===== config.mk =====
export PLATFORM = sky130hd
export DESIGN_NAME = lse_reduce_seq_flat
export DESIGN_NICKNAME = d
export VERILOG_FILES = /design/src/rtl/lse_reduce_seq_if.sv /design/src/rtl/lse_reduce_seq.sv /design/src/flat_wrapper.sv
export SDC_FILE = /design/constraint.sdc
export NUM_CORES = 1
export LEC_CHECK = 0
export CAP_MARGIN = 20
export CORE_MARGIN = 3
export CORE_UTILIZATION = 36
export DETAILED_ROUTE_END_ITERATION = 10
export SLEW_MARGIN = 20
export SYNTH_ARGS = -nofsm -noshare
export SYNTH_HDL_FRONTEND = slang
export SYNTH_HIERARCHICAL = 1
export SYNTH_SLANG_ARGS = --single-unit
export TNS_END_PERCENT = 100

===== constraint.sdc =====
create_clock -name clk -period 15.2 [get_ports clk]
set_input_delay 3.04 -clock clk [delete_from_list [all_inputs] [get_ports clk]]
set_output_delay 3.04 -clock clk [all_outputs]
set_load 0.1 [all_outputs]

===== src/rtl/lse_reduce_seq_if.sv =====
// Valid/ready input beat stream and reduced-result output stream of lse_reduce_seq.
interface lse_reduce_seq_if #(
   parameter int unsigned WIDTH     = 16,
   parameter int unsigned CNT_WIDTH = 10
);
   logic                 in_valid;
   logic                 in_ready;
   logic [WIDTH-1:0]     in_data;
   logic                 in_last;
   logic                 out_valid;
   logic                 out_ready;
   logic [WIDTH-1:0]     out_data;
   logic [CNT_WIDTH-1:0] out_count;
   logic                 out_err;

   // Producer / consumer side seen by the environment
   modport master (
      output in_valid, in_data, in_last, out_ready,
      input  in_ready, out_valid, out_data, out_count, out_err
   );

   // Reducer side
   modport slave (
      input  in_valid, in_data, in_last, out_ready,
      output in_ready, out_valid, out_data, out_count, out_err
   );
endinterface


===== src/rtl/lse_reduce_seq.sv =====
// Log-sum-exp vector reducer: accumulates a valid/ready beat stream through
// lse_acc and presents one registered result per vector (in_last or MAX_LEN).
// Word format: bit WIDTH-1 is the sign of the linear value, the remaining bits
// are a two's-complement log2 magnitude with FRAC_BITS fraction bits; the most
// negative magnitude code (16'h4000 at the default width) encodes -inf.
module lse_reduce_seq #(
   parameter int unsigned INT_BITS  = 12,
   parameter int unsigned FRAC_BITS = 3,
   parameter int unsigned WIDTH     = INT_BITS + FRAC_BITS + 1,
   parameter int unsigned MAX_LEN   = 256,
   parameter int unsigned CNT_WIDTH = 10
) (
   input  logic           clk,
   input  logic           rst_n,
   input  logic           clear,
   lse_reduce_seq_if.slave bus
);
   localparam logic [WIDTH-1:0] NEG_INF = {2'b01, {(WIDTH-2){1'b0}}};

   typedef enum logic [1:0] {IDLE, ACCUM, DONE} state_t;

   state_t               state_q, state_d;
   logic [WIDTH-1:0]     acc_q, acc_d;
   logic [CNT_WIDTH-1:0] cnt_q, cnt_d;
   logic                 in_ready_q, in_ready_d;
   logic                 out_valid_q, out_valid_d;
   logic [WIDTH-1:0]     out_data_q, out_data_d;
   logic [CNT_WIDTH-1:0] out_count_q, out_count_d;
   logic                 out_err_q, out_err_d;

   logic [WIDTH-1:0]     sum;
   logic [CNT_WIDTH-1:0] cnt_inc;
   logic                 beat;
   logic                 at_max;

   lse_acc #(
      .INT_BITS  (INT_BITS),
      .FRAC_BITS (FRAC_BITS),
      .WIDTH     (WIDTH)
   ) u_lse_acc (
      .accumulator_in (acc_q),
      .addend_in      (bus.in_data),
      .sum            (sum)
   );

   // Next-state, accumulator and output-register logic
   always_comb begin
      state_d     = state_q;
      acc_d       = acc_q;
      cnt_d       = cnt_q;
      out_valid_d = out_valid_q;
      out_data_d  = out_data_q;
      out_count_d = out_count_q;
      out_err_d   = out_err_q;
      cnt_inc     = cnt_q + CNT_WIDTH'(1);
      beat        = bus.in_valid && in_ready_q;
      at_max      = (cnt_inc == CNT_WIDTH'(MAX_LEN));

      case (state_q)
         IDLE, ACCUM: begin
            if (beat) begin
               acc_d   = sum;
               cnt_d   = cnt_inc;
               state_d = ACCUM;
               if (bus.in_last || at_max) begin
                  state_d     = DONE;
                  out_valid_d = 1'b1;
                  out_data_d  = sum;
                  out_count_d = cnt_inc;
                  out_err_d   = at_max && !bus.in_last;
               end
            end
         end
         DONE: begin
            if (out_valid_q && bus.out_ready) begin
               state_d     = IDLE;
               acc_d       = NEG_INF;
               cnt_d       = '0;
               out_valid_d = 1'b0;
            end
         end
         default: begin
            state_d = IDLE;
         end
      endcase

      // Abort wins over everything, including a beat or handshake this cycle
      if (clear) begin
         state_d     = IDLE;
         acc_d       = NEG_INF;
         cnt_d       = '0;
         out_valid_d = 1'b0;
      end

      // Registered copy of the state decode keeps out_ready off the in_ready path
      in_ready_d = (state_d != DONE);
   end

   // State and datapath registers
   always_ff @(posedge clk or negedge rst_n) begin
      if (!rst_n) begin
         state_q     <= IDLE;
         acc_q       <= NEG_INF;
         cnt_q       <= '0;
         in_ready_q  <= 1'b0;
         out_valid_q <= 1'b0;
         out_data_q  <= NEG_INF;
         out_count_q <= '0;
         out_err_q   <= 1'b0;
      end else begin
         state_q     <= state_d;
         acc_q       <= acc_d;
         cnt_q       <= cnt_d;
         in_ready_q  <= in_ready_d;
         out_valid_q <= out_valid_d;
         out_data_q  <= out_data_d;
         out_count_q <= out_count_d;
         out_err_q   <= out_err_d;
      end
   end

   assign bus.in_ready  = in_ready_q;
   assign bus.out_valid = out_valid_q;
   assign bus.out_data  = out_data_q;
   assign bus.out_count = out_count_q;
   assign bus.out_err   = out_err_q;
endmodule

// Combinational log-domain adder: sum = log2(2^a +/- 2^b) with a piecewise-
// linear correction term (1.0 - d/2 for d < 2.0, else 0) applied to the larger
// operand; added for equal signs, subtracted for opposite signs. The result
// takes the sign of the larger operand (accumulator on a tie). Results below
// the smallest finite code become -inf; results above the largest saturate.
module lse_acc #(
   parameter int unsigned INT_BITS  = 12,
   parameter int unsigned FRAC_BITS = 3,
   parameter int unsigned WIDTH     = INT_BITS + FRAC_BITS + 1
) (
   input  logic [WIDTH-1:0] accumulator_in,
   input  logic [WIDTH-1:0] addend_in,
   output logic [WIDTH-1:0] sum
);
   localparam int unsigned          LW          = WIDTH - 1;
   localparam int unsigned          EW          = WIDTH + 1;
   localparam logic [LW-1:0]        LOG_NEG_INF = {1'b1, {(LW-1){1'b0}}};
   localparam logic signed [EW-1:0] ONE         = EW'(1 << FRAC_BITS);
   localparam logic signed [EW-1:0] LOG_MAX     = EW'((1 << (LW - 1)) - 1);
   localparam logic signed [EW-1:0] LOG_MIN     = -LOG_MAX;

   logic signed [EW-1:0] la, lb, hi, diff, corr, res;
   logic                 a_big;
   logic                 res_sign;

   // Max-plus-correction datapath with -inf bypass and range clamping
   always_comb begin
      la       = EW'($signed(accumulator_in[LW-1:0]));
      lb       = EW'($signed(addend_in[LW-1:0]));
      a_big    = (la >= lb);
      hi       = a_big ? la : lb;
      diff     = a_big ? (la - lb) : (lb - la);
      res_sign = a_big ? accumulator_in[LW] : addend_in[LW];
      corr     = (diff < (ONE <<< 1)) ? (ONE - (diff >>> 1)) : '0;
      res      = (accumulator_in[LW] == addend_in[LW]) ? (hi + corr) : (hi - corr);

      if (accumulator_in[LW-1:0] == LOG_NEG_INF) begin
         sum = addend_in;
      end else if (addend_in[LW-1:0] == LOG_NEG_INF) begin
         sum = accumulator_in;
      end else if (res > LOG_MAX) begin
         sum = {res_sign, LOG_MAX[LW-1:0]};
      end else if (res < LOG_MIN) begin
         sum = {1'b0, LOG_NEG_INF};
      end else begin
         sum = {res_sign, res[LW-1:0]};
      end
   end
endmodule


===== src/flat_wrapper.sv =====
// flat-port wrapper written by rule: the top's interface ports become plain ports
module lse_reduce_seq_flat 
#(
   parameter int unsigned INT_BITS  = 12,
   parameter int unsigned FRAC_BITS = 3,
   parameter int unsigned WIDTH     = INT_BITS + FRAC_BITS + 1,
   parameter int unsigned MAX_LEN   = 256,
   parameter int unsigned CNT_WIDTH = 10
)
  (clk, rst_n, clear, bus_in_valid, bus_in_data, bus_in_last, bus_out_ready, bus_in_ready, bus_out_valid, bus_out_data, bus_out_count, bus_out_err);
  lse_reduce_seq_if #(.WIDTH(WIDTH), .CNT_WIDTH(CNT_WIDTH)) bus_i ();
  input  logic clk;
  input  logic rst_n;
  input  logic clear;
  input wire logic [$bits(bus_i.in_valid)-1:0] bus_in_valid;
  input wire logic [$bits(bus_i.in_data)-1:0] bus_in_data;
  input wire logic [$bits(bus_i.in_last)-1:0] bus_in_last;
  input wire logic [$bits(bus_i.out_ready)-1:0] bus_out_ready;
  output wire logic [$bits(bus_i.in_ready)-1:0] bus_in_ready;
  output wire logic [$bits(bus_i.out_valid)-1:0] bus_out_valid;
  output wire logic [$bits(bus_i.out_data)-1:0] bus_out_data;
  output wire logic [$bits(bus_i.out_count)-1:0] bus_out_count;
  output wire logic [$bits(bus_i.out_err)-1:0] bus_out_err;
  assign bus_i.in_valid = bus_in_valid;
  assign bus_i.in_data = bus_in_data;
  assign bus_i.in_last = bus_in_last;
  assign bus_i.out_ready = bus_out_ready;
  assign bus_in_ready = bus_i.in_ready;
  assign bus_out_valid = bus_i.out_valid;
  assign bus_out_data = bus_i.out_data;
  assign bus_out_count = bus_i.out_count;
  assign bus_out_err = bus_i.out_err;
  lse_reduce_seq #(.INT_BITS(INT_BITS), .FRAC_BITS(FRAC_BITS), .WIDTH(WIDTH), .MAX_LEN(MAX_LEN), .CNT_WIDTH(CNT_WIDTH)) u_core (.clk(clk), .rst_n(rst_n), .clear(clear), .bus(bus_i));
endmodule

* Word level (Yosys, flattened, before mapping) *
Cells that the tools add are included.

operators by class
  $add $sub $neg = 6
  magnitude comparators = 4
  equality and inequality tests = 10
  muxes and demuxes = 27
  reductions and logical operators = 11

operators by type and width
  kind                                                                               count
  16-bit two-way mux                                                                 7
  17-bit two-way mux                                                                 4
  16-bit one-hot mux with 2 select lines                                             1
  15-bit by 15-bit subtractor with 16-bit output                                     2
  15-bit == test, second input constant                                              2
  10-bit two-way mux                                                                 3
  10-bit one-hot mux with 2 select lines                                             1
  17-bit adder                                                                       1
  17-bit by 15-bit greater-than comparator with 1-bit output, second input constant  1
  17-bit by 15-bit < comparator with 1-bit output, second input constant             1
  17-bit by 6-bit < comparator with 1-bit output, second input constant              1
  17-bit subtractor                                                                  1
  4-bit by 16-bit subtractor with 17-bit output, first input constant                1
  15-bit >= comparator                                                               1
  10-bit by 1-bit adder with 10-bit output, second input constant                    1
  10-bit by 9-bit == test with 1-bit output, second input constant                   1
  3-bit by 2-bit != test with 1-bit output, second input constant                    3
  2-bit two-way mux                                                                  4
  3-bit AND reduction                                                                2
  1-bit two-way mux                                                                  5
  2-bit one-hot mux with 2 select lines                                              1
  4-bit AND reduction                                                                1
  1-bit logical AND                                                                  3
  3-bit nonzero test                                                                 1
  other kinds (9)                                                                    9

word-level totals
  bits in registers = 57
  input bits = 22
  output and inout bits = 29

* Depth between registers and ports, before layout *
Gate-level depths: netlist of run 1.

  depth in word-level cells = 14
  gate-level depth with buffers = 36
  mapped depth without buffers = 32

* By module *
Netlist of run 1, hierarchy kept.

modules (own cells, without submodules)
  module          times used  cells each  area an instance (um^2)  sequential area each (um^2)
  lse_acc         1           677         4481.8                   0.0
  lse_reduce_seq  1           193         2521.2                   1428.9

* Worst setup path before layout of run 1 *
Ideal clock, no wire load.

  path kind = input port to flip-flop
  from = input port bus_in_data[0]
  to = register u_core.out_data_q[11], in the netlist u_core/bus.out_data[11]
  library setup time = 0.069 ns
  arrival time = 9.962 ns
  data required time = 15.131 ns
  path slack = 5.169 ns
  stages = 34
  path through = ha_1 fa_1 nor2b_1 o31a_1 o211ai_2 nand2_2 clkbuf_1 clkbuf_1 nor2_1 a21oi_1 xnor2_1 ha_1 clkbuf_1 nand3_1 a21oi_2 a31oi_1 a2111o_1 a21o_1 and2_1 o31ai_1 xnor2_1 nor2_1 ha_1 a21o_1 a31o_2 a31o_2 nand2_1 a21oi_1 xnor3_1 xnor2_2 buf_2 a21oi_1 o32ai_1 mux2_4

between the ends
  word-level cells in the longest chain between the ends = 11
  elaborated cells on any way between the ends = 18
  those cells by class = 5 x add/sub; 4 x order compare; 1 x eq/ne; 8 x mux

ends and longest elaborated chain
  item                                                                                                             line                                          source
  start, declared                                                                                                  flat_wrapper.sv:16                            input wire logic [$bits(bus_i.in_data)-1:0] bus_in_data;
  15-bit by 15-bit subtractor with 16-bit output or 15-bit >= comparator (tied branches)                           lse_reduce_seq.sv:160, lse_reduce_seq.sv:158
  17-bit two-way mux                                                                                               lse_reduce_seq.sv:160                         diff = a_big ? (la - lb) : (lb - la);
  4-bit by 16-bit subtractor with 17-bit output or 17-bit by 6-bit < comparator with 1-bit output (tied branches)  lse_reduce_seq.sv:162                         corr = (diff < (ONE <<< 1)) ? (ONE - (diff >>> 1)) : '0;
  17-bit two-way mux                                                                                               lse_reduce_seq.sv:162
  17-bit subtractor or 17-bit adder (tied branches)                                                                lse_reduce_seq.sv:163                         res = (accumulator_in[LW] == addend_in[LW]) ? (hi + corr) : (hi - corr);
  17-bit two-way mux                                                                                               lse_reduce_seq.sv:163
  17-bit by 15-bit < comparator with 1-bit output                                                                  lse_reduce_seq.sv:171                         end else if (res < LOG_MIN) begin
  16-bit two-way mux                                                                                               lse_reduce_seq.sv:171
  16-bit two-way mux                                                                                               lse_reduce_seq.sv:169                         end else if (res > LOG_MAX) begin
  16-bit two-way mux *                                                                                             lse_reduce_seq.sv:167                         end else if (addend_in[LW-1:0] == LOG_NEG_INF) begin
  16-bit two-way mux *                                                                                             lse_reduce_seq.sv:165                         if (accumulator_in[LW-1:0] == LOG_NEG_INF) begin
  via u_core.sum[11]                                                                                               lse_reduce_seq.sv:31                          logic [WIDTH-1:0] sum;
  end signal, assigned                                                                                             lse_reduce_seq.sv:116                         out_data_q <= out_data_d;
  end, declared                                                                                                    lse_reduce_seq.sv:27                          logic [WIDTH-1:0] out_data_q, out_data_d;

Mark *: on every way through the listed nets, which the timed path passes. The rest lies on a longest branch.
A chain may end at the register's enable or synchronous reset.

* Worst setup path after layout of run 1 *
  from = input port bus_in_data[13]
  to = register u_core.out_data_q[12], in the netlist u_core/bus.out_data[12]

The elaborated chain is that of the path after synthesis.

==> tab_implementation.tex, run 1 <==
\begin{tabular}{lr}
\hline
Metric & Value \\
\hline
\multicolumn{2}{l}{\textbf{Timing}} \\
\quad Worst hold margin & 0.492 ns \\
\quad Total setup violations reported at the end of the flow & 0 \\
\quad Slew @ Worst Pin & 1.12 ns \\
\quad Worst Clk Skew & 0.00749 ns \\
\quad Setup repair after global routing missed its margin & no \\
\quad Crit share post-route & 72.7\% \\
\quad Max Freq & 0.0905 GHz \\
\quad Final max-slew violation count & 0 \\
\quad Min cycle time layout & 11.04 ns \\
\quad Max-slew headroom & 25.6\% \\
\quad Setup total negative slack & 0 ns \\
\quad Final Hold Vio Count & 0 \\
\multicolumn{2}{l}{\textbf{Pwr}} \\
\quad Power Density & 250 nW/um\^{}2 \\
\quad Net switching power & 1090 uW \\
\quad Leakage power of the design & 0.00345 uW \\
\quad Clk network pwr share & 9.9\% \\
\quad Switching part of the total power & 54.4\% \\
\quad Power share of the sequential group & 11.3\% \\
\quad Pint & 911 uW \\
\quad Worst VDD drop & 0.148 mV \\
\quad Share of total power in combinational logic & 78.8\% \\
\multicolumn{2}{l}{\textbf{Synth}} \\
\quad Post-synthesis net count & 944 \\
\quad Most instantiated flip-flop cell in the synthesis netlist & sky130\_fd\_sc\_hd\_\_dfrtp\_1 \\
\quad Syn Area/Cell & 8.05 sq um \\
\quad Fraction of synthesis flops using an asynchronous set or reset pin & 100\% \\
\quad Cell Area, Synth & 7000 sq um \\
\quad Cell count after synthesis & 870 \\
\quad YS warnings & 6 \\
\quad Number of library cell types mapped by synthesis & 80 \\
\quad Register bit count reported by yosys & 57 \\
\quad EDFF count, synth & 0 \\
\quad Sequential-to-total area share from yosys stat & 20.4\% \\
\multicolumn{2}{l}{\textbf{Critical path}} \\
\quad Worst path slowest cell & sky130\_fd\_sc\_hd\_\_a22oi\_1 \\
\quad Startpoint kind of the worst setup timing path & primary input \\
\quad Largest driver fanout on the critical path & 27 \\
\quad Setup crit end kind & register \\
\quad WS Path Type & in -> reg \\
\quad WP data required & 15.46 ns \\
\quad Cell repeated most along the worst path & sky130\_fd\_sc\_hd\_\_ha\_1 \\
\quad Peak per-stage delay on the critical path & 0.83 ns \\
\quad Arrival @ worst endpoint & 11.30 ns \\
\multicolumn{2}{l}{\textbf{Clock tree}} \\
\quad TritonCTS clock tree & done \\
\quad Clock input transition at the sequential cells of the worst setup and hold paths & 0.05 ns \\
\quad Maximum clock path buffer count & 2 \\
\quad Setup Buffers After CTS & 0 \\
\quad Total clock buffers created by CTS & 9 \\
\quad Total number of H-tree levels & 3 \\
\quad Clock tree root buffer cell & sky130\_fd\_sc\_hd\_\_clkbuf\_16 \\
\quad Number of clock sinks & 57 \\
\quad Post-cts repair resize count & 0 \\
\quad Clock latency at the later pin of the worst-skew pair & 0.32 ns \\
\quad Number of buffers inserted by hold repair at cts & 0 \\
\multicolumn{2}{l}{\textbf{Route}} \\
\quad Detailed-route DRC error count & 0 \\
\quad First DRT Iteration DRCs & 579 \\
\quad Uppermost layer routed & met4 \\
\quad Number of detailed-routing iterations run before antenna repair & 5 \\
\quad Routed wire length on met2 & 9820 um \\
\quad Count of antenna-violating nets left after detailed routing & 0 \\
\quad Via Count & 6704 \\
\quad Average wire per standard cell & 18.6 um \\
\quad Drt total wl & 21600 um \\
\quad Via density & 5.78 \\
\quad Detail Route met3 WL & 1020 um \\
\quad Met1 layer wirelength in the final routing & 10400 um \\
\multicolumn{2}{l}{\textbf{Floorplan}} \\
\quad Floorplan die width & 145 um \\
\quad Vert. Die Dim & 145 um \\
\quad Core Box Area & 18900 sq um \\
\quad Starting density of the core & 37.1\% \\
\quad Number of rows created at floorplan & 50 \\
\quad Die Area & 21200 sq um \\
\quad Number of placed I/O pins & 51 \\
\multicolumn{2}{l}{\textbf{Place}} \\
\quad Count of input and output buffers & 50 \\
\quad Placer congestion estimate & 0.913 \\
\quad Detailed-placement wirelength estimate & 16800 um \\
\quad Number of cells after detailed placement & 1143 \\
\multicolumn{2}{l}{\textbf{Global routing}} \\
\quad Wire length of the first global-routing pass & 35200 um \\
\quad Total global routing overflow & 0 \\
\quad Initial antenna violation count & 0 \\
\quad Via count of the first global-routing pass & 6431 \\
\quad Total global-route track usage & 19.9\% \\
\quad Pin count of the biggest net entering global routing & 58 \\
\multicolumn{2}{l}{\textbf{Cells and area}} \\
\quad Fraction of the core area covered by cells at the end of the flow & 42.2\% \\
\quad \# nets final & 968 \\
\quad \# fillers & 1954 \\
\quad Fraction of final layout cells sized beyond drive strength 1 & 7.90\% \\
\quad Non-filler cells, final & 1159 \\
\quad Antenna cell count & 0 \\
\quad Area added between synthesis and finish & 13.9\% \\
\multicolumn{2}{l}{\textbf{Job}} \\
\quad Max-cap check violation count & 0 \\
\multicolumn{2}{l}{\textbf{Min path}} \\
\quad Path type of the worst min-delay path & reg -> reg \\
\multicolumn{2}{l}{\textbf{Outcome}} \\
\quad Run status & complete, no violations \\
\hline
\end{tabular}
## stage by stage
stage | worst slack [ns] | total power, uW | instance area [sq um]
2_1_floorplan | 5.17 | 1460 | 7000
3_3_place_gp | 4.06 | 1770 | 7680
3_5_place_dp | 3.96 | 1770 | 7680
4_1_cts | 4.27 | 1980 | 7980
5_1_grt | 3.57 | 2150 | 7980
6_report | 4.16 | 2000 | 7980
## sequential cells by signal, summed over array words and instances (netlist names)
| name | cells |
|---|---|
| u_core/cnt_q | 10 |
| u_core/state_q | 2 |
| u_core/bus.out_count | 10 |
| u_core/bus.out_data | 16 |
| u_core/acc_q | 16 |
| u_core/bus.out_err | 1 |
| u_core/bus.out_valid | 1 |
| u_core/bus.in_ready | 1 |
## cells in the mapped netlist, drive strengths merged (5+ instances only)
cell type   n  share of area [%]
inv        52                2.8
a22o       24                3.0
nand3      23                1.6
o31ai       8                1.3
xor2       20                2.5
nor2b      11               0.98
nor3       19                1.4
xnor2      48                6.1
mux2       26                5.0
o32ai      13                1.6
or4         7               0.75
and4        6               0.75
o221ai      5               0.63
nand4      13                1.2
and3        8               0.71
nor2       76                4.1
o21ai      48                3.4
mux2i      12                1.7
or2         5               0.45
buf        21                2.0
dfrtp      55                 20
o22ai      10               0.89
nor4       12                1.2
o21a        7               0.75
a21oi      62                4.5
a211oi     15                1.8
a31oi      13                1.2
nand2b      7               0.73
nand2      71                3.8
clkbuf     24                1.3
or3         5               0.45
ha         49                8.8
a21o       15                1.6
o211ai     13                1.5
## logic make-up (layout without fill, tap and decap cells)
| family | Yosys count | count (layout) | share of synthesized area (%) |
|---|---|---|---|
| AO/OA/AOI/OAI | 283 | 283 | 28.8 |
| XOR/XNOR | 70 | 70 | 9.25 |
| adder cells (fa/ha/maj) | 52 | 52 | 9.61 |
| buffers and inverters | 97 | 126 | 6.06 |
| flip-flops | 57 | 57 | 20.4 |
| multiplexers | 38 | 38 | 6.75 |
| AND/OR/NAND/NOR | 273 | 273 | 19.1 |
## placed cells by master, fill, tap and decap left out, types with 16 or more instances in the layout
master and n:
sky130_fd_sc_hd__xnor2_1 47, sky130_fd_sc_hd__nand2_1 70, sky130_fd_sc_hd__dfrtp_1 55, sky130_fd_sc_hd__nor2_1 75, sky130_fd_sc_hd__mux2_4 16, sky130_fd_sc_hd__nand3_1 23, sky130_fd_sc_hd__nor3_1 18, sky130_fd_sc_hd__clkdlybuf4s50_1 49
sky130_fd_sc_hd__inv_1 52, sky130_fd_sc_hd__xor2_1 20, sky130_fd_sc_hd__a21oi_1 60, sky130_fd_sc_hd__a22o_1 24, sky130_fd_sc_hd__o21ai_0 42, sky130_fd_sc_hd__ha_1 49
## final timing paths
path | startpoint | slack, ns | depth (start not counted) | end
worst min-delay path | u_core/bus.out_data[8]$_DFFE_PN0P_ | 0.49 | 1 | u_core/bus.out_data[8]$_DFFE_PN0P_
worst max-delay path | bus_in_data[13] | 4.16 | 30 | u_core/bus.out_data[12]$_DFFE_PN0P_
max in group asynchronous | rst_n | 11.87 | 2 | u_core/bus.out_count[6]$_DFFE_PN0P_
worst max register to register | u_core/acc_q[13]$_DFFE_PN0P_ | 6.80 | 30 | u_core/bus.out_data[12]$_DFFE_PN0P_
worst min register to register | u_core/bus.out_data[8]$_DFFE_PN0P_ | 0.49 | 1 | u_core/bus.out_data[8]$_DFFE_PN0P_
min in group asynchronous | rst_n | 2.86 | 2 | u_core/bus.out_data[13]$_DFFE_PN0P_
## area by class of cell
cell class / instances / area, sq um / share of cell area [%]
Multi-Input combinational cell: 716 / 5170 / 64.9
Sequential cell: 57 / 1430 / 17.9
Timing Repair Buffer: 58 / 556 / 6.96
Tap cell: 260 / 325 / 4.08
Clock buffer: 11 / 243 / 3.04
Inverter: 52 / 195 / 2.45
Clock inverter: 5 / 55.1 / 0.690
## power groups by stage
stage / clock network [uW] / registers, uW / logic (uW)
after floorplan: 0 / 377 / 1080
after global placement: 0 / 226 / 1540
final: 198 / 225 / 1570
after detailed placement: 0 / 226 / 1540
after CTS: 202 / 225 / 1550
after global routing: 209 / 230 / 1710
## per-layer routing
metal  vias to the layer above  global-route usage, %
met1                      3213                   28.8
li1                       3280                      -
met2                       187                   32.3
met4                         0                   4.42
met3                        24                   1.93
met5                         -                      0
## critical path: cells and delay by family
family / cells / cell delay (ns)
mux: 1 / 0.21
simple gates: 7 / 1.21
buf+inv: 2 / 0.71
compound gates: 15 / 4.63
fa+ha+maj: 3 / 1.16
xor+xnor: 2 / 0.32
No activity file was read; power rests on OpenSTA's default activity.
==> inputs of run 2 (changes only) <==
- clock period: 15.2 -> 10.3 ns (I/O delays scaled with it)
==> run 2 against run 1 <==
Effect of this change:
- flip-flop and latch count unchanged
- worst setup slack worse by 3.5 ns
- via count up 2.7%
- clock power up 41%
- wire length up 2.0%
- hold slack worse by 0.0015 ns
- clock-buffer cell count up 5
- critical endpoint is now u_core/acc_q[4]$_DFFE_PN0P_
- largest cell class unchanged
- largest power group unchanged
- highest routed layer unchanged
==> tab_implementation.tex, run 2 (same netlist as run 1, synthesis figures left out) <==
\begin{tabular}{lr}
\hline
Metric & Value \\
\hline
\multicolumn{2}{l}{\textbf{Clock tree}} \\
\quad Maximum clock path buffer count & 2 \\
\quad Clock input transition at the sequential cells of the worst setup and hold paths & 0.05 ns \\
\quad Clock tree root buffer cell & sky130\_fd\_sc\_hd\_\_clkbuf\_16 \\
\quad Total clock buffers created by CTS & 9 \\
\quad Post-cts repair resize count & 0 \\
\quad Total number of H-tree levels & 3 \\
\quad TritonCTS clock tree & done \\
\quad Number of buffers inserted by hold repair at cts & 0 \\
\quad Number of clock sinks & 57 \\
\quad Clock latency at the later pin of the worst-skew pair & 0.32 ns \\
\quad Setup Buffers After CTS & 0 \\
\multicolumn{2}{l}{\textbf{Global routing}} \\
\quad Pin count of the biggest net entering global routing & 58 \\
\quad Wire length of the first global-routing pass & 35100 um \\
\quad Total global-route track usage & 20.1\% \\
\quad Via count of the first global-routing pass & 6387 \\
\quad Initial antenna violation count & 0 \\
\quad Total global routing overflow & 0 \\
\multicolumn{2}{l}{\textbf{Route}} \\
\quad Average wire per standard cell & 18.9 um \\
\quad Number of detailed-routing iterations run before antenna repair & 5 \\
\quad Via density & 5.90 \\
\quad Detailed-route DRC error count & 0 \\
\quad First DRT Iteration DRCs & 725 \\
\quad Count of antenna-violating nets left after detailed routing & 0 \\
\quad Via Count & 6883 \\
\quad Drt total wl & 22000 um \\
\multicolumn{2}{l}{\textbf{Critical path}} \\
\quad Endpoint of the worst register-to-register path & u\_core/acc\_q[4]\$\_DFFE\_PN0P\_ \\
\quad Worst Reg-to-Reg Cells & 30 \\
\quad Largest delay contributor family on the critical path & compound AO/OA/AOI/OAI gates \\
\quad Total number of cells along the worst setup path & 30 \\
\quad Cell repeated most along the worst path & sky130\_fd\_sc\_hd\_\_ha\_1 \\
\quad Startpoint of the most critical register-to-register path & u\_core/acc\_q[13]\$\_DFFE\_PN0P\_ \\
\quad Worst path slowest cell & sky130\_fd\_sc\_hd\_\_nor3\_1 \\
\quad Startpoint kind of the worst setup timing path & primary input \\
\quad WP data required & 10.55 ns \\
\quad Setup crit end kind & register \\
\quad Reg-to-reg setup timing slack & 2.43 ns \\
\quad Combined buffer and inverter count along the critical path & 2 \\
\quad Largest driver fanout on the critical path & 14 \\
\quad Arrival @ worst endpoint & 9.89 ns \\
\quad Peak per-stage delay on the critical path & 0.72 ns \\
\quad WS Path Type & in -> reg \\
\multicolumn{2}{l}{\textbf{Cells and area}} \\
\quad Antenna cell count & 0 \\
\quad Design Area, Final & 8010 sq um \\
\quad Most common cell after layout, fill and taps aside & sky130\_fd\_sc\_hd\_\_nor2\_1 \\
\quad Area occupied by registers & 1430 sq um \\
\quad \# fillers & 1938 \\
\quad Fraction of the core area covered by cells at the end of the flow & 42.4\% \\
\quad Commonest cells after routing, fill and taps aside & sky130\_fd\_sc\_hd\_\_nor2\_1, sky130\_fd\_sc\_hd\_\_nand2\_1, sky130\_fd\_sc\_hd\_\_a21oi\_1, sky130\_fd\_sc\_hd\_\_dfrtp\_1, sky130\_fd\_sc\_hd\_\_inv\_1 \\
\quad Area occupied by multi-input gates & 5170 sq um \\
\quad Area added between synthesis and finish & 14.4\% \\
\quad Fraction of final layout cells sized beyond drive strength 1 & 8.28\% \\
\quad \# nets final & 975 \\
\multicolumn{2}{l}{\textbf{Timing}} \\
\quad Setup repair after global routing missed its margin & no \\
\quad Setup total negative slack & 0 ns \\
\quad Slew @ Worst Pin & 1.01 ns \\
\quad Min cycle time layout & 9.64 ns \\
\quad Worst Clk Skew & 0.00842 ns \\
\quad Crit share post-route & 93.6\% \\
\quad Max Freq & 0.104 GHz \\
\quad Max-slew headroom & 32.6\% \\
\quad Total setup violations reported at the end of the flow & 0 \\
\quad Worst hold margin & 0.491 ns \\
\quad Final Hold Vio Count & 0 \\
\quad Final max-slew violation count & 0 \\
\multicolumn{2}{l}{\textbf{Pwr}} \\
\quad Leakage power of the design & 0.00348 uW \\
\quad Power Density & 374 nW/um\^{}2 \\
\quad Worst VDD drop & 0.247 mV \\
\multicolumn{2}{l}{\textbf{Floorplan}} \\
\quad Number of rows created at floorplan & 50 \\
\quad Number of placed I/O pins & 51 \\
\quad Starting density of the core & 37.1\% \\
\quad Core Box Area & 18900 sq um \\
\quad Vert. Die Dim & 145 um \\
\quad Die Area & 21200 sq um \\
\quad Floorplan die width & 145 um \\
\multicolumn{2}{l}{\textbf{Min path}} \\
\quad Hold endpoint & u\_core/bus.out\_data[5]\$\_DFFE\_PN0P\_ \\
\quad Critical hold path startpoint & u\_core/bus.out\_data[5]\$\_DFFE\_PN0P\_ \\
\quad Path type of the worst min-delay path & reg -> reg \\
\quad Instance count along the most critical hold path & 1 \\
\multicolumn{2}{l}{\textbf{Place}} \\
\quad Detailed-placement wirelength estimate & 16900 um \\
\quad Count of input and output buffers & 50 \\
\quad Placed standard-cell area & 7720 sq um \\
\quad Placer congestion estimate & 0.981 \\
\multicolumn{2}{l}{\textbf{Job}} \\
\quad Max-cap check violation count & 0 \\
\multicolumn{2}{l}{\textbf{Outcome}} \\
\quad Run status & complete, no violations \\
\hline
\end{tabular}
==> run 2: cell count changes in the layout (fill, tap and decap cells not counted) <==
cell	delta
sky130_fd_sc_hd__buf_4	+6
sky130_fd_sc_hd__clkinvlp_4	-2
sky130_fd_sc_hd__clkbuf_4	+1
sky130_fd_sc_hd__clkbuf_1	+3
sky130_fd_sc_hd__clkbuf_8	+2
sky130_fd_sc_hd__clkinv_2	-2
sky130_fd_sc_hd__bufinv_16	-1
==> run 2: worst max path at each step <==
stage | start | end | slack, ns
5_1_grt | bus_in_data[9] | u_core/acc_q[12]$_DFFE_PN0P_ | 0.22
6_report | bus_in_data[9] | u_core/acc_q[4]$_DFFE_PN0P_ | 0.66
3_5_place_dp | bus_in_data[9] | u_core/acc_q[7]$_DFFE_PN0P_ | 0.22
2_1_floorplan | bus_in_data[0] | u_core/bus.out_data[11]$_DFFE_PN0P_ | 1.25
4_1_cts | bus_in_data[9] | u_core/acc_q[7]$_DFFE_PN0P_ | 0.50
3_3_place_gp | bus_in_data[9] | u_core/acc_q[6]$_DFFE_PN0P_ | 0.27
==> run 2: stage by stage <==
| stage | total power (uW) | std cells | worst slack, ns |
|---|---|---|---|
| 6_report | 2990 | 1166 | 0.662 |
| 5_1_grt | 3230 | 1166 | 0.218 |
| 4_1_cts | 2970 | 1165 | 0.498 |
| 3_5_place_dp | 2660 | 1149 | 0.220 |
| 3_3_place_gp | 2670 | 1149 | 0.271 |
| 2_1_floorplan | 2150 | 870 | 1.25 |
==> run 2: worst reg2reg max path, delay by kind of cell (launching register included) <==
family	cells	cell delay, ns
AND/OR/NAND/NOR	8	1.58
AO/OA/AOI/OAI	14	3.74
adder cells (fa/ha/maj)	3	1.16
XOR/XNOR	2	0.33
flip-flops	1	0.42
buffers and inverters	3	0.58
==> run 2: routing by layer <==
layer	GRT usage [%]	part of all wire (%)
met1	28.8	47
met2	31.5	45
met3	2.52	5.4
met4	6.51	2.7
met5	0	0
==> run 2: layout make-up <==
cell class / instances / share of cell area [%]
clock buffer: 16 / 3.51
multi-input combinational: 716 / 64.6
inverter: 52 / 2.44
tap: 260 / 4.06
sequential: 57 / 17.8
timing repair buffer: 65 / 7.59
==> run 2: where the power goes <==
part / switching [uW] / total, uW / internal (uW)
clock network: 96.1 / 279 / 183
registers: 47.3 / 329 / 281
logic: 1470 / 2390 / 912
==> inputs of run 3 (changes only) <==
- ABC_AREA: not set -> 1
- clock period: 10.3 -> 10.49 ns (I/O delays scaled with it)
==> run 3 against run 2 <==
Effect of this change:
- cell count increased by 27%
- wire length increased by 2.5%
- flip-flop and latch count unchanged
- non-clock buffer count decreased by 9
- critical path depth increased by 4
- critical endpoint is now u_core/acc_q[3]$_DFFE_PN0P_
- highest routed layer unchanged
==> tab_implementation.tex, run 3 <==
\begin{tabular}{lr}
\hline
Metric & Value \\
\hline
\multicolumn{2}{l}{\textbf{Outcome}} \\
\quad Run status & complete, no violations \\
\multicolumn{2}{l}{\textbf{Critical path}} \\
\quad Endpoint of the worst register-to-register path & u\_core/acc\_q[3]\$\_DFFE\_PN0P\_ \\
\quad WP data required & 10.70 ns \\
\quad Largest driver fanout on the critical path & 53 \\
\quad Combined buffer and inverter count along the critical path & 5 \\
\quad Arrival @ worst endpoint & 9.46 ns \\
\quad Largest delay contributor family on the critical path & simple AND/OR/NAND/NOR gates \\
\quad Worst Reg-to-Reg Cells & 34 \\
\quad Reg-to-reg setup timing slack & 2.99 ns \\
\quad Worst path slowest cell & sky130\_fd\_sc\_hd\_\_nand3\_4 \\
\quad WS Path Type & in -> reg \\
\quad Startpoint kind of the worst setup timing path & primary input \\
\quad Peak per-stage delay on the critical path & 0.61 ns \\
\quad Startpoint of the most critical register-to-register path & u\_core/acc\_q[14]\$\_DFFE\_PN1P\_ \\
\quad Cell repeated most along the worst path & sky130\_fd\_sc\_hd\_\_nand2\_1 \\
\quad Setup crit end kind & register \\
\multicolumn{2}{l}{\textbf{Timing}} \\
\quad Worst Clk Skew & 0.00777 ns \\
\quad Total setup violations reported at the end of the flow & 0 \\
\quad Final max-slew violation count & 0 \\
\quad Setup total negative slack & 0 ns \\
\quad Final worst setup slack & 1.24 ns \\
\quad Worst hold margin & 0.468 ns \\
\quad Setup repair after global routing missed its margin & no \\
\quad Final Hold Vio Count & 0 \\
\quad Crit share post-route & 88.1\% \\
\quad Max Freq & 0.108 GHz \\
\quad Max-slew headroom & 32.6\% \\
\quad Slew @ Worst Pin & 1.01 ns \\
\quad Min cycle time layout & 9.25 ns \\
\multicolumn{2}{l}{\textbf{Synth}} \\
\quad Cell Area, Synth & 7250 sq um \\
\quad Syn Area/Cell & 6.09 sq um \\
\quad Most common library cells after synthesis & sky130\_fd\_sc\_hd\_\_nand2\_1, sky130\_fd\_sc\_hd\_\_inv\_1, sky130\_fd\_sc\_hd\_\_nand3\_1 \\
\quad Post-synthesis net count & 1263 \\
\quad Fraction of post-synthesis cell area in the top cell type by area & 22.7\% \\
\quad Cell count after synthesis & 1189 \\
\quad Top post-synthesis cells by area & sky130\_fd\_sc\_hd\_\_nand2\_1, sky130\_fd\_sc\_hd\_\_dfrtp\_1, sky130\_fd\_sc\_hd\_\_inv\_1 \\
\quad Synth area leader & sky130\_fd\_sc\_hd\_\_nand2\_1 \\
\quad YS warnings & 6 \\
\quad Sequential-to-total area share from yosys stat & 19.7\% \\
\quad Number of library cell types mapped by synthesis & 45 \\
\quad Fraction of synthesis flops using an asynchronous set or reset pin & 100\% \\
\quad Most instantiated flip-flop cell in the synthesis netlist & sky130\_fd\_sc\_hd\_\_dfrtp\_1 \\
\quad EDFF count, synth & 0 \\
\quad Register bit count reported by yosys & 57 \\
\quad Most numerous cell in the Yosys netlist & sky130\_fd\_sc\_hd\_\_nand2\_1 \\
\multicolumn{2}{l}{\textbf{Cells and area}} \\
\quad Commonest cells after routing, fill and taps aside & sky130\_fd\_sc\_hd\_\_nand2\_1, sky130\_fd\_sc\_hd\_\_inv\_1, sky130\_fd\_sc\_hd\_\_nand3\_1, sky130\_fd\_sc\_hd\_\_nor2\_1, sky130\_fd\_sc\_hd\_\_dfrtp\_1 \\
\quad Most common cell after layout, fill and taps aside & sky130\_fd\_sc\_hd\_\_nand2\_1 \\
\quad Fraction of final layout cells sized beyond drive strength 1 & 6.97\% \\
\quad \# nets final & 1288 \\
\quad Antenna cell count & 0 \\
\quad \# fillers & 2140 \\
\quad Area added between synthesis and finish & 12.5\% \\
\multicolumn{2}{l}{\textbf{Clock tree}} \\
\quad Clock tree root buffer cell & sky130\_fd\_sc\_hd\_\_clkbuf\_16 \\
\quad Number of buffers inserted by hold repair at cts & 0 \\
\quad Number of clock sinks & 57 \\
\quad Total clock buffers created by CTS & 9 \\
\quad TritonCTS clock tree & done \\
\quad Clock input transition at the sequential cells of the worst setup and hold paths & 0.05 ns \\
\quad Post-cts repair resize count & 0 \\
\quad Maximum clock path buffer count & 2 \\
\quad Clock latency at the later pin of the worst-skew pair & 0.32 ns \\
\quad Total number of H-tree levels & 3 \\
\quad Setup Buffers After CTS & 0 \\
\multicolumn{2}{l}{\textbf{Floorplan}} \\
\quad Vert. Die Dim & 148 um \\
\quad Core Box Area & 19600 sq um \\
\quad Number of rows created at floorplan & 51 \\
\quad Number of placed I/O pins & 51 \\
\quad Floorplan die width & 148 um \\
\quad Die Area & 21900 sq um \\
\quad Starting density of the core & 37.0\% \\
\multicolumn{2}{l}{\textbf{Route}} \\
\quad Number of detailed-routing iterations run before antenna repair & 5 \\
\quad Drt total wl & 22600 um \\
\quad Detailed-route DRC error count & 0 \\
\quad Via density & 5.08 \\
\quad Average wire per standard cell & 15.2 um \\
\quad First DRT Iteration DRCs & 681 \\
\quad Via Count & 7544 \\
\quad Count of antenna-violating nets left after detailed routing & 0 \\
\multicolumn{2}{l}{\textbf{Place}} \\
\quad Count of input and output buffers & 50 \\
\quad Placer congestion estimate & 0.958 \\
\quad Pre-CTS setup slack & 1.05 ns \\
\quad Detailed-placement wirelength estimate & 17900 um \\
\multicolumn{2}{l}{\textbf{Job}} \\
\quad Max-cap check violation count & 0 \\
\multicolumn{2}{l}{\textbf{Global routing}} \\
\quad Total global routing overflow & 0 \\
\quad Total global-route track usage & 20.3\% \\
\quad Via count of the first global-routing pass & 6837 \\
\quad Wire length of the first global-routing pass & 36100 um \\
\quad Initial antenna violation count & 0 \\
\quad Pin count of the biggest net entering global routing & 58 \\
\multicolumn{2}{l}{\textbf{Min path}} \\
\quad Hold endpoint & u\_core/bus.out\_count[6]\$\_DFFE\_PN0P\_ \\
\quad Instance count along the most critical hold path & 2 \\
\quad Path type of the worst min-delay path & reg -> reg \\
\quad Critical hold path startpoint & u\_core/bus.out\_count[6]\$\_DFFE\_PN0P\_ \\
\hline
\end{tabular}
[run 3: worst max path at each step]
stage	cells after the start	slack, ns	from	to
after floorplan	38	3.20	bus_in_data[0]	u_core/acc_q[4]$_DFFE_PN0P_
after global placement	34	1.02	bus_in_data[14]	u_core/acc_q[2]$_DFFE_PN0P_
after detailed placement	34	1.05	bus_in_data[14]	u_core/acc_q[4]$_DFFE_PN0P_
after CTS	34	1.37	bus_in_data[14]	u_core/acc_q[4]$_DFFE_PN0P_
after global routing	36	0.63	bus_in_data[14]	u_core/acc_q[1]$_DFFE_PN0P_
final	34	1.24	bus_in_data[14]	u_core/acc_q[3]$_DFFE_PN0P_
[run 3: logic make-up (layout without fill, tap and decap cells)]
family	Yosys count	after routing	synth area share (%)
buffers and inverters	228	258	13.3
xor gates and xnor gates	38	38	4.70
adders and majority gates	52	52	9.29
and+or+nand+nor	678	678	41.7
DFF	57	57	19.7
AOI/OAI and AO/OA	136	136	11.3
[run 3: worst reg2reg max path, delay by kind of cell, from the launching register on]
kind | cells | cell delay, ns
flip-flops | 1 | 0.58
buffers and inverters | 5 | 0.51
AND/OR/NAND/NOR | 21 | 4.03
adder cells (fa/ha/maj) | 3 | 1.10
AO/OA/AOI/OAI | 4 | 1.04
XOR/XNOR | 1 | 0.14
[run 3: routing by layer]
metal  GRT usage (%)  up-vias  routed length (um)
li1                -     3831                   -
met4            3.28        0                 153
met1            31.0     3462               11100
met2            31.4      233               10100
met5               0        -                   0
met3            2.05       18                1210
[run 3: metrics by stage]
stage               cells  utilization [%]  area, sq um
floorplan            1189                -         7250
global placement     1468             40.1         7850
detailed placement   1468             40.1         7850
CTS                  1484             41.6         8150
global route         1484             41.6         8150
finish               1484             41.6         8150
[run 3: area by class of cell]
type	count	area, sq um	share of cell area [%]
clock buffers	13	260	3.19
inverters	186	698	8.57
multi-input cells	904	4850	59.5
repair buffers	56	541	6.63
flip-flops and latches	57	1430	17.5
clock inverters	3	40.0	0.491
well taps	265	332	4.07
Power of run 3 is not shown: default switching activity piles up to over one toggle a cycle in this logic, so the estimate is an artifact.
